**src/rtl/gray_pkg.sv**
```systemverilog
// rtl/gray_pkg.sv - shared definitions for Gray-code counter and decoder blocks
package gray_pkg;

  // Decoder tracking state, encoded to match the register map view
  typedef enum logic [1:0] {
    SYNC  = 2'd0,
    TRACK = 2'd1,
    ERROR = 2'd2
  } gray_state_t;

  // Step direction; the counter's dir input uses the same encoding
  localparam logic DIR_UP   = 1'b1;
  localparam logic DIR_DOWN = 1'b0;

endpackage

```
**src/rtl/gray2bin.sv**
```systemverilog
// rtl/gray2bin.sv - combinational Gray-to-binary converter
module gray2bin #(
  parameter int WIDTH = 4
) (
  input  logic [WIDTH-1:0] gray,
  output logic [WIDTH-1:0] bin
);

  // Prefix XOR from the MSB down: each binary bit is the XOR of all Gray bits at or above it
  always_comb begin
    bin = '0;
    bin[WIDTH-1] = gray[WIDTH-1];
    for (int i = WIDTH - 2; i >= 0; i--) begin
      bin[i] = bin[i+1] ^ gray[i];
    end
  end

endmodule

```
**src/rtl/gray_updown_decoder.sv**
```systemverilog
// rtl/gray_updown_decoder.sv - Gray count receiver with direction inference and position accumulator
module gray_updown_decoder
  import gray_pkg::*;
#(
  parameter int WIDTH = 4,
  parameter int POS_W = 16
) (
  input  logic             clk,
  input  logic             rst,
  input  logic [WIDTH-1:0] gray_in,
  input  logic             sample,
  input  logic             clr_err,
  output logic [WIDTH-1:0] bin_out,
  output logic             dir_out,
  output logic             step,
  output logic             err,
  output logic             err_pulse,
  output logic [POS_W-1:0] pos
);

  localparam logic [WIDTH-1:0] DELTA_HOLD = '0;
  localparam logic [WIDTH-1:0] DELTA_UP   = WIDTH'(1);
  localparam logic [WIDTH-1:0] DELTA_DOWN = '1;
  localparam logic [POS_W-1:0] POS_ONE    = POS_W'(1);

  gray_state_t      state;
  logic [WIDTH-1:0] prev_bin;
  logic [WIDTH-1:0] dec;
  logic [WIDTH-1:0] delta;

  gray2bin #(
    .WIDTH(WIDTH)
  ) u_gray2bin (
    .gray(gray_in),
    .bin (dec)
  );

  // Modular difference against the last accepted value; wrap-around falls out naturally
  always_comb begin
    delta = dec - prev_bin;
  end

  // Tracking FSM: resync, classify each sampled step, accumulate position, latch errors
  always_ff @(posedge clk or negedge rst) begin
    if (!rst) begin
      state     <= SYNC;
      prev_bin  <= '0;
      bin_out   <= '0;
      dir_out   <= DIR_UP;
      step      <= 1'b0;
      err       <= 1'b0;
      err_pulse <= 1'b0;
      pos       <= '0;
    end else begin
      step      <= 1'b0;
      err_pulse <= 1'b0;
      if (clr_err) begin
        // A coincident sample is dropped; the next one resyncs
        err   <= 1'b0;
        state <= SYNC;
      end else if (sample) begin
        case (state)
          SYNC: begin
            prev_bin <= dec;
            bin_out  <= dec;
            state    <= TRACK;
          end
          TRACK: begin
            if (delta == DELTA_UP) begin
              prev_bin <= dec;
              bin_out  <= dec;
              dir_out  <= DIR_UP;
              pos      <= pos + POS_ONE;
              step     <= 1'b1;
            end else if (delta == DELTA_DOWN) begin
              prev_bin <= dec;
              bin_out  <= dec;
              dir_out  <= DIR_DOWN;
              pos      <= pos - POS_ONE;
              step     <= 1'b1;
            end else if (delta != DELTA_HOLD) begin
              // Missed steps: keep last good bin/pos/dir until software clears
              err       <= 1'b1;
              err_pulse <= 1'b1;
              state     <= ERROR;
            end
          end
          ERROR: begin
            state <= ERROR;
          end
          default: begin
            state <= SYNC;
          end
        endcase
      end
    end
  end

endmodule

```
**config.mk**
```make
export PLATFORM = sky130hd
export DESIGN_NAME = gray_updown_decoder
export DESIGN_NICKNAME = d
export VERILOG_FILES = /design/src/rtl/gray_pkg.sv /design/src/rtl/gray2bin.sv /design/src/rtl/gray_updown_decoder.sv
export SDC_FILE = /design/constraint.sdc
export NUM_CORES = 1
export LEC_CHECK = 0
export CAP_MARGIN = 20
export CELL_PAD_IN_SITES_DETAIL_PLACEMENT = 1
export CELL_PAD_IN_SITES_GLOBAL_PLACEMENT = 1
export CORE_ASPECT_RATIO = 2
export CORE_MARGIN = 5
export CORE_UTILIZATION = 44
export DETAILED_ROUTE_END_ITERATION = 10
export HOLD_SLACK_MARGIN = 0.12
export PLACE_DENSITY_LB_ADDON = 0.2
export SYNTH_ARGS = -nofsm -noshare
export SYNTH_HDL_FRONTEND = slang
export SYNTH_HIERARCHICAL = 1
export SYNTH_SLANG_ARGS = --single-unit
```
**constraint.sdc**
```tcl
create_clock -name clk -period 9.3 [get_ports clk]
set_input_delay 1.86 -clock clk [delete_from_list [all_inputs] [get_ports clk]]
set_output_delay 1.86 -clock clk [all_outputs]
set_load 0.01 [all_outputs]
```
Yosys cells after proc, flatten, opt, wreduce, memory -nomap -nowiden
Cells that the tools add are included.
Word-level totals
  bits in registers: 26
  bits in latches: 0
  memory bits (writable): 0
  ROM bits: 0
  input bits: 8
  output and inout port bits: 24
  logic and storage cells: 65
  memories kept: 0
Operators by class
  add/sub/neg operators: 3
  multiply operators: 0
  div/mod/pow operators: 0
  magnitude comparators: 0
  equal/unequal tests: 10
  shift operators: 0
  muxes and demuxes: 30
  bitwise logic cells: 4
  reduce and logical (&&, ||, !) cells: 11
Operator list (count)
  $mux W16: 2
  $mux W1: 19
  $add A16 B1 Y16 const B: 1
  $sub A16 B1 Y16 const B: 1
  $ne A3 B3 Y1 const B: 4
  $reduce_and A4 Y1: 3
  $mux W2: 5
  $reduce_bool A2 Y1: 5
  $mux W4: 2
  $pmux W4 S2: 1
  $pmux W2 S3: 1
  $reduce_and A5 Y1: 1
  $eq A4 B1 Y1 const B: 1
  $eq A4 B4 Y1 const B: 1
  $ne A2 B2 Y1 const B: 2
  $reduce_bool A4 Y1: 1
  $sub A4 B4 Y4: 1
  $xor A1 B1 Y1: 3
  $eq A2 B1 Y1 const B: 1
  $eq A2 B2 Y1 const B: 1
  $logic_not A2 Y1: 1
  $not A1 Y1: 1

Logic depth before layout (Yosys ltp)
  depth after elaboration: 11
  mapped depth: 16
  depth with buffers taken out: 16

By module
The synthesis kept the hierarchy.
Modules (own cells, without submodules)
  gray_updown_decoder: instances 1, cells each 204, area an instance 1904.3 µm², sequential area each 651.9 µm²
  gray2bin: instances 1, cells each 5, area an instance 50.0 µm², sequential area each 0.0 µm²

Worst setup path after synthesis
No wires, ideal clock.
  path type: input to register
  start point: input gray_in[2]
  end point: register pos[13]
  setup time: 0.135 ns
  data arrival time: 5.309 ns
  required time: 9.165 ns
  slack: 3.856 ns
  stages on the path: 14
  buffers on the path: 0
  cell sequence: xor2_2 -> xor2_1 -> ha_1 -> nand3b_1 -> a21oi_1 -> nand2b_1 -> or4_1 -> ha_1 -> a211oi_1 -> o21bai_1 -> a41oi_1 -> o21ai_0 -> a211oi_1 -> o31ai_1
On the way
  cells in the longest elaborated chain, start to end: 7
  elaborated cells on any way between the ends: 9
  those cells by class: 1 x add/sub; 2 x eq/ne; 1 x mux; 3 x bitwise; 2 x reduce/logical
RTL lines
  start: declaration: line gray_updown_decoder.sv:10  | input logic [WIDTH-1:0] gray_in,
  $xor A1 B1 Y1 * (2 in a row): line gray2bin.sv:14  | bin[i] = bin[i+1] ^ gray[i];
  via dec[1]: line gray_updown_decoder.sv:28  | logic [WIDTH-1:0] dec;
  $xor A1 B1 Y1: line gray2bin.sv:14
  $sub A4 B4 Y4 *: line gray_updown_decoder.sv:40  | delta = dec - prev_bin;
  $eq A4 B1 Y1 or $eq A4 B4 Y1 (tied branches): line gray_updown_decoder.sv:69, gray_updown_decoder.sv:75
  $reduce_bool A2 Y1 (no source line)
  $reduce_and A4 Y1 (no source line)
  end signal: assignment: line gray_updown_decoder.sv:73  | pos <= pos + POS_ONE;
  end signal: assignment: line gray_updown_decoder.sv:79  | pos <= pos - POS_ONE;
  end: declaration: line gray_updown_decoder.sv:18  | output logic [POS_W-1:0] pos
Mark *: on every way through the listed nets, which the timed path passes. The rest lies on a longest branch.
A chain may end at the register's enable or synchronous reset.

Final worst setup path
  start point: input gray_in[3]
  end point: register pos[13]
On the way
  cells in the longest elaborated chain, start to end: 7
  elaborated cells on any way between the ends: 9
  those cells by class: 1 x add/sub; 2 x eq/ne; 1 x mux; 3 x bitwise; 2 x reduce/logical
RTL lines (line)
  $xor A1 B1 Y1 *: gray2bin.sv:14
  via dec[2]: gray_updown_decoder.sv:28
  $xor A1 B1 Y1 *: gray2bin.sv:14
  via dec[1]: gray_updown_decoder.sv:28
  $xor A1 B1 Y1: gray2bin.sv:14
  $sub A4 B4 Y4 *: gray_updown_decoder.sv:40
  $eq A4 B1 Y1 or $eq A4 B4 Y1 (tied branches): gray_updown_decoder.sv:69, gray_updown_decoder.sv:75
  $reduce_bool A2 Y1 (no source line)
  $reduce_and A4 Y1 (no source line)
Marks and branches as above.

==> results summary <==
The run finished with clean final reports. The length of the first detailed-routing pass in iterations is 4. The H-tree depth came out at 1.

The post-DP HPWL came out at 3.90 mm. The area enclosed by the die boundary came out at 5960 sq um. The aggregate global routing overflow came out at 0. The number of I/O pins came out at 32. After the first detailed-routing iteration, the DRC count stood at 22. The source-to-sink clock delay at the later pin of the worst-skew pair came out at 0.28 ns. Of all flip-flops after synthesis, the portion carrying an async set or reset was 100%. The final max-slew violation count is 0. TritonCTS built the clock tree.

The width of the die is 57.1 microns. The data required time at the worst endpoint is around 9.5 ns. The arrival time of data at the critical path endpoint is 6.60 ns. The number of nets in the synthesized netlist is 239. The final routed wirelength across all metal layers came out at 5.03 mm. Setup repair after global routing left no endpoint under its margin. IR analysis of the VDD net gives a maximum drop of 0.188 mV. Counting every instance in the synthesized netlist gives 209. After synthesis, the largest area contributor takes up 32.0% of total cell area. By count the netlist is led by dfrtp_1 (25), o21ai_0 (24), nand2_1 (21).

The average footprint of a synthesized cell came out at 9.35 sq um. Between clock sinks in the finished design, the worst skew comes to 0.00559 ns. The leakage component of the power is 1.08 nW. The final routed wire length divided by cell count came out at 17.1 microns.

The number of buffers added to fix hold violations after cts came out at 0. The initial antenna violation count is 0. The number of storage elements in the synthesis netlist is 26. The tool flagged a number of max-cap violations equal to 0.

The maximum clock frequency is ~160 MHz. After synthesis, flip-flops and latches occupy around 33% of the total area. Setup violations remaining at the end of the flow were counted as 0. The biggest area contributor in the post-synthesis netlist is dfrtp_1.

After synthesis, the cell types taking the most area are dfrtp_1 (32%), ha_1 (13%), o21ai_0 (6.1%), xnor2_1 (4.9%), nand2_1 (4.0%). The count of buffers inserted at the top-level ports is 31. The maximum fanout along the worst path is 16. The floorplan has 34 rows.

The class of the most critical setup path is input port to flop. The layout overhead on the synthesized area came out at 22.0%. Summed over all failing endpoints, the final setup total negative slack is 0 ns. For the pin with the worst max-slew slack, the measured transition is 0.618 ns.

The placeable core region is 4340 sq um. The share of layout cells above drive strength 1 came out at approximately 6.6%. The remaining number of nets flagged by the antenna check after routing came out at 0.

The final worst hold slack is 0.479 ns. The root buffer cell is clkbuf_8. The final critical delay including setup and external delays came out at roughly 6.4 ns. The number of global-route vias before repair is 1839. The clock transition at the registers of the reported paths is around 0.1 ns. The total number of nets in the final design came out at around 270. The diode insertion count for antenna repair is 0. The clock sink total is 26.

The maximum number of pins on one net before global-route repair came out at 32. STA classifies the critical path endpoint as a flop. The via count of the routed design came out at 1666. The count of flip-flops with a built-in enable after synthesis is 0. Once the floorplan was initialized, standard cells occupied 45.0% of the core. Power spread over the standard cell area amounts to approximately 420 nW/um^2. The count of endpoints failing hold in the final timing report came out at 0. The global-route wire length before repair is 8.56 mm. The vertical extent of the die came out at between 100 and 150 microns. The cell with the most instances after synthesis is dfrtp_1.

The number of buffers on the longest clock path is 2. After detailed routing, the number of vias per cell comes to between 5 and 6. Summing every instance area after synthesis gives 1950 sq um. The path category of the worst min-delay check is flop to flop. The distinct cell type count of the synthesized netlist is 46. The total clock buffers created by CTS came out at 3.

The number of post-CTS setup repair buffers came out at 0. The quantity of gates resized following cts came out at 0. The worst setup path is launched from an input port.

The fill cell instance count of the final layout is approximately 530. The register-to-register setup slack came out at about 5 ns. For this run, the leading register cell type out of synthesis is dfrtp_1. The weighted congestion at the end of routability-driven global placement came out at around 0.85. The share of the clock period used by the worst path after layout is 69.1%. The worst pin sits at a relative slew slack of 58.8%.

The DRC violation count after routing is 0. During synthesis, Yosys emitted a total of 6 warnings. Global routing used 18.0% of the available tracks.
cell usage in the layout, fill, tap and decap left out, drive strengths merged, types with 4 or more instances in the layout:
cell type and instances:
a21oi 9, o21ai 24, inv 16, o31ai 4, dfrtp 25, mux2 4
nand2b 6, nor2 7, a211oi 6, ha 20, xor2 7, clkbuf 4
xnor2 11, o21a 4, clkdlybuf4s50 31, nand2 21
final cells by class:
cell class	count	area [sq um]	share of cell area, %
Multi-Input combinational cell	162	1220	51.3
Sequential cell	26	652	27.3
Timing Repair Buffer	33	325	13.6
Tap cell	54	67.6	2.83
Inverter	16	60.1	2.52
Clock buffer	4	55.1	2.31
stage by stage:
stage	utilization [%]	power [mW]	instances	worst slack (ns)	instance area, sq um
after global placement	53.7	0.904	291	2.70	2330
after CTS	54.9	1.01	295	2.83	2380
final	54.9	1.00	295	2.87	2380
after global routing	54.9	1.10	295	2.62	2380
after floorplan	-	0.707	209	3.86	1950
after detailed placement	53.7	0.921	291	2.53	2330
flip-flops by register name (all words and copies together), names as in the netlist:
signal     flops
dir_out        1
err_pulse      1
prev_bin       4
step           1
state          2
pos           16
err            1
cells by family after synthesis:
logic type                 after synthesis  synth area share [%]
AOI/OAI and AO/OA                       64                  20.7
xor gates and xnor gates                18                  8.45
adders and majority gates               22                  14.9
buffers and inverters                   21                  4.35
DFF                                     26                  33.4
muxes                                    7                  4.42
and+or+nand+nor                         51                  13.9
worst paths after layout:
path	from	endpoint	depth (start not counted)
setup reg to reg	prev_bin[2]	pos[13]	13
hold / removal	pos[15]	pos[15]	1
max in group asynchronous	rst	dir_out	2
hold reg to reg	pos[15]	pos[15]	1
min in group asynchronous	rst	pos[4]	2
setup / recovery	gray_in[3]	pos[13]	15
critical path, cell delays in order:
cell and delay [ns]:
clkdlybuf4s50_1 0.56, xor2_2 0.26, xor2_1 0.35, ha_1 0.30, nand3b_1 0.11, a21oi_1 0.10
nand2b_1 0.24, or4_1 0.83, ha_1 0.48, a211oi_1 0.26, o21bai_1 0.11, a41oi_1 0.47
o21ai_0 0.26, a211oi_1 0.30, o31ai_1 0.11
per-layer routing:
metal  up-vias  GRT usage, %  wire, microns
met3         8          2.11            121
met5         -             0              0
met4         0          6.97            123
li1        811             -              -
met1       821          17.4           1770
met2        26          36.0           3010
report_power, final:
group	switching, mW	internal (mW)
combinational	0.402	0.336
clock	0.0407	0.0380
sequential	0.0326	0.150
total	0.476	0.525
Note: power is estimated with default switching activity, not from simulation.
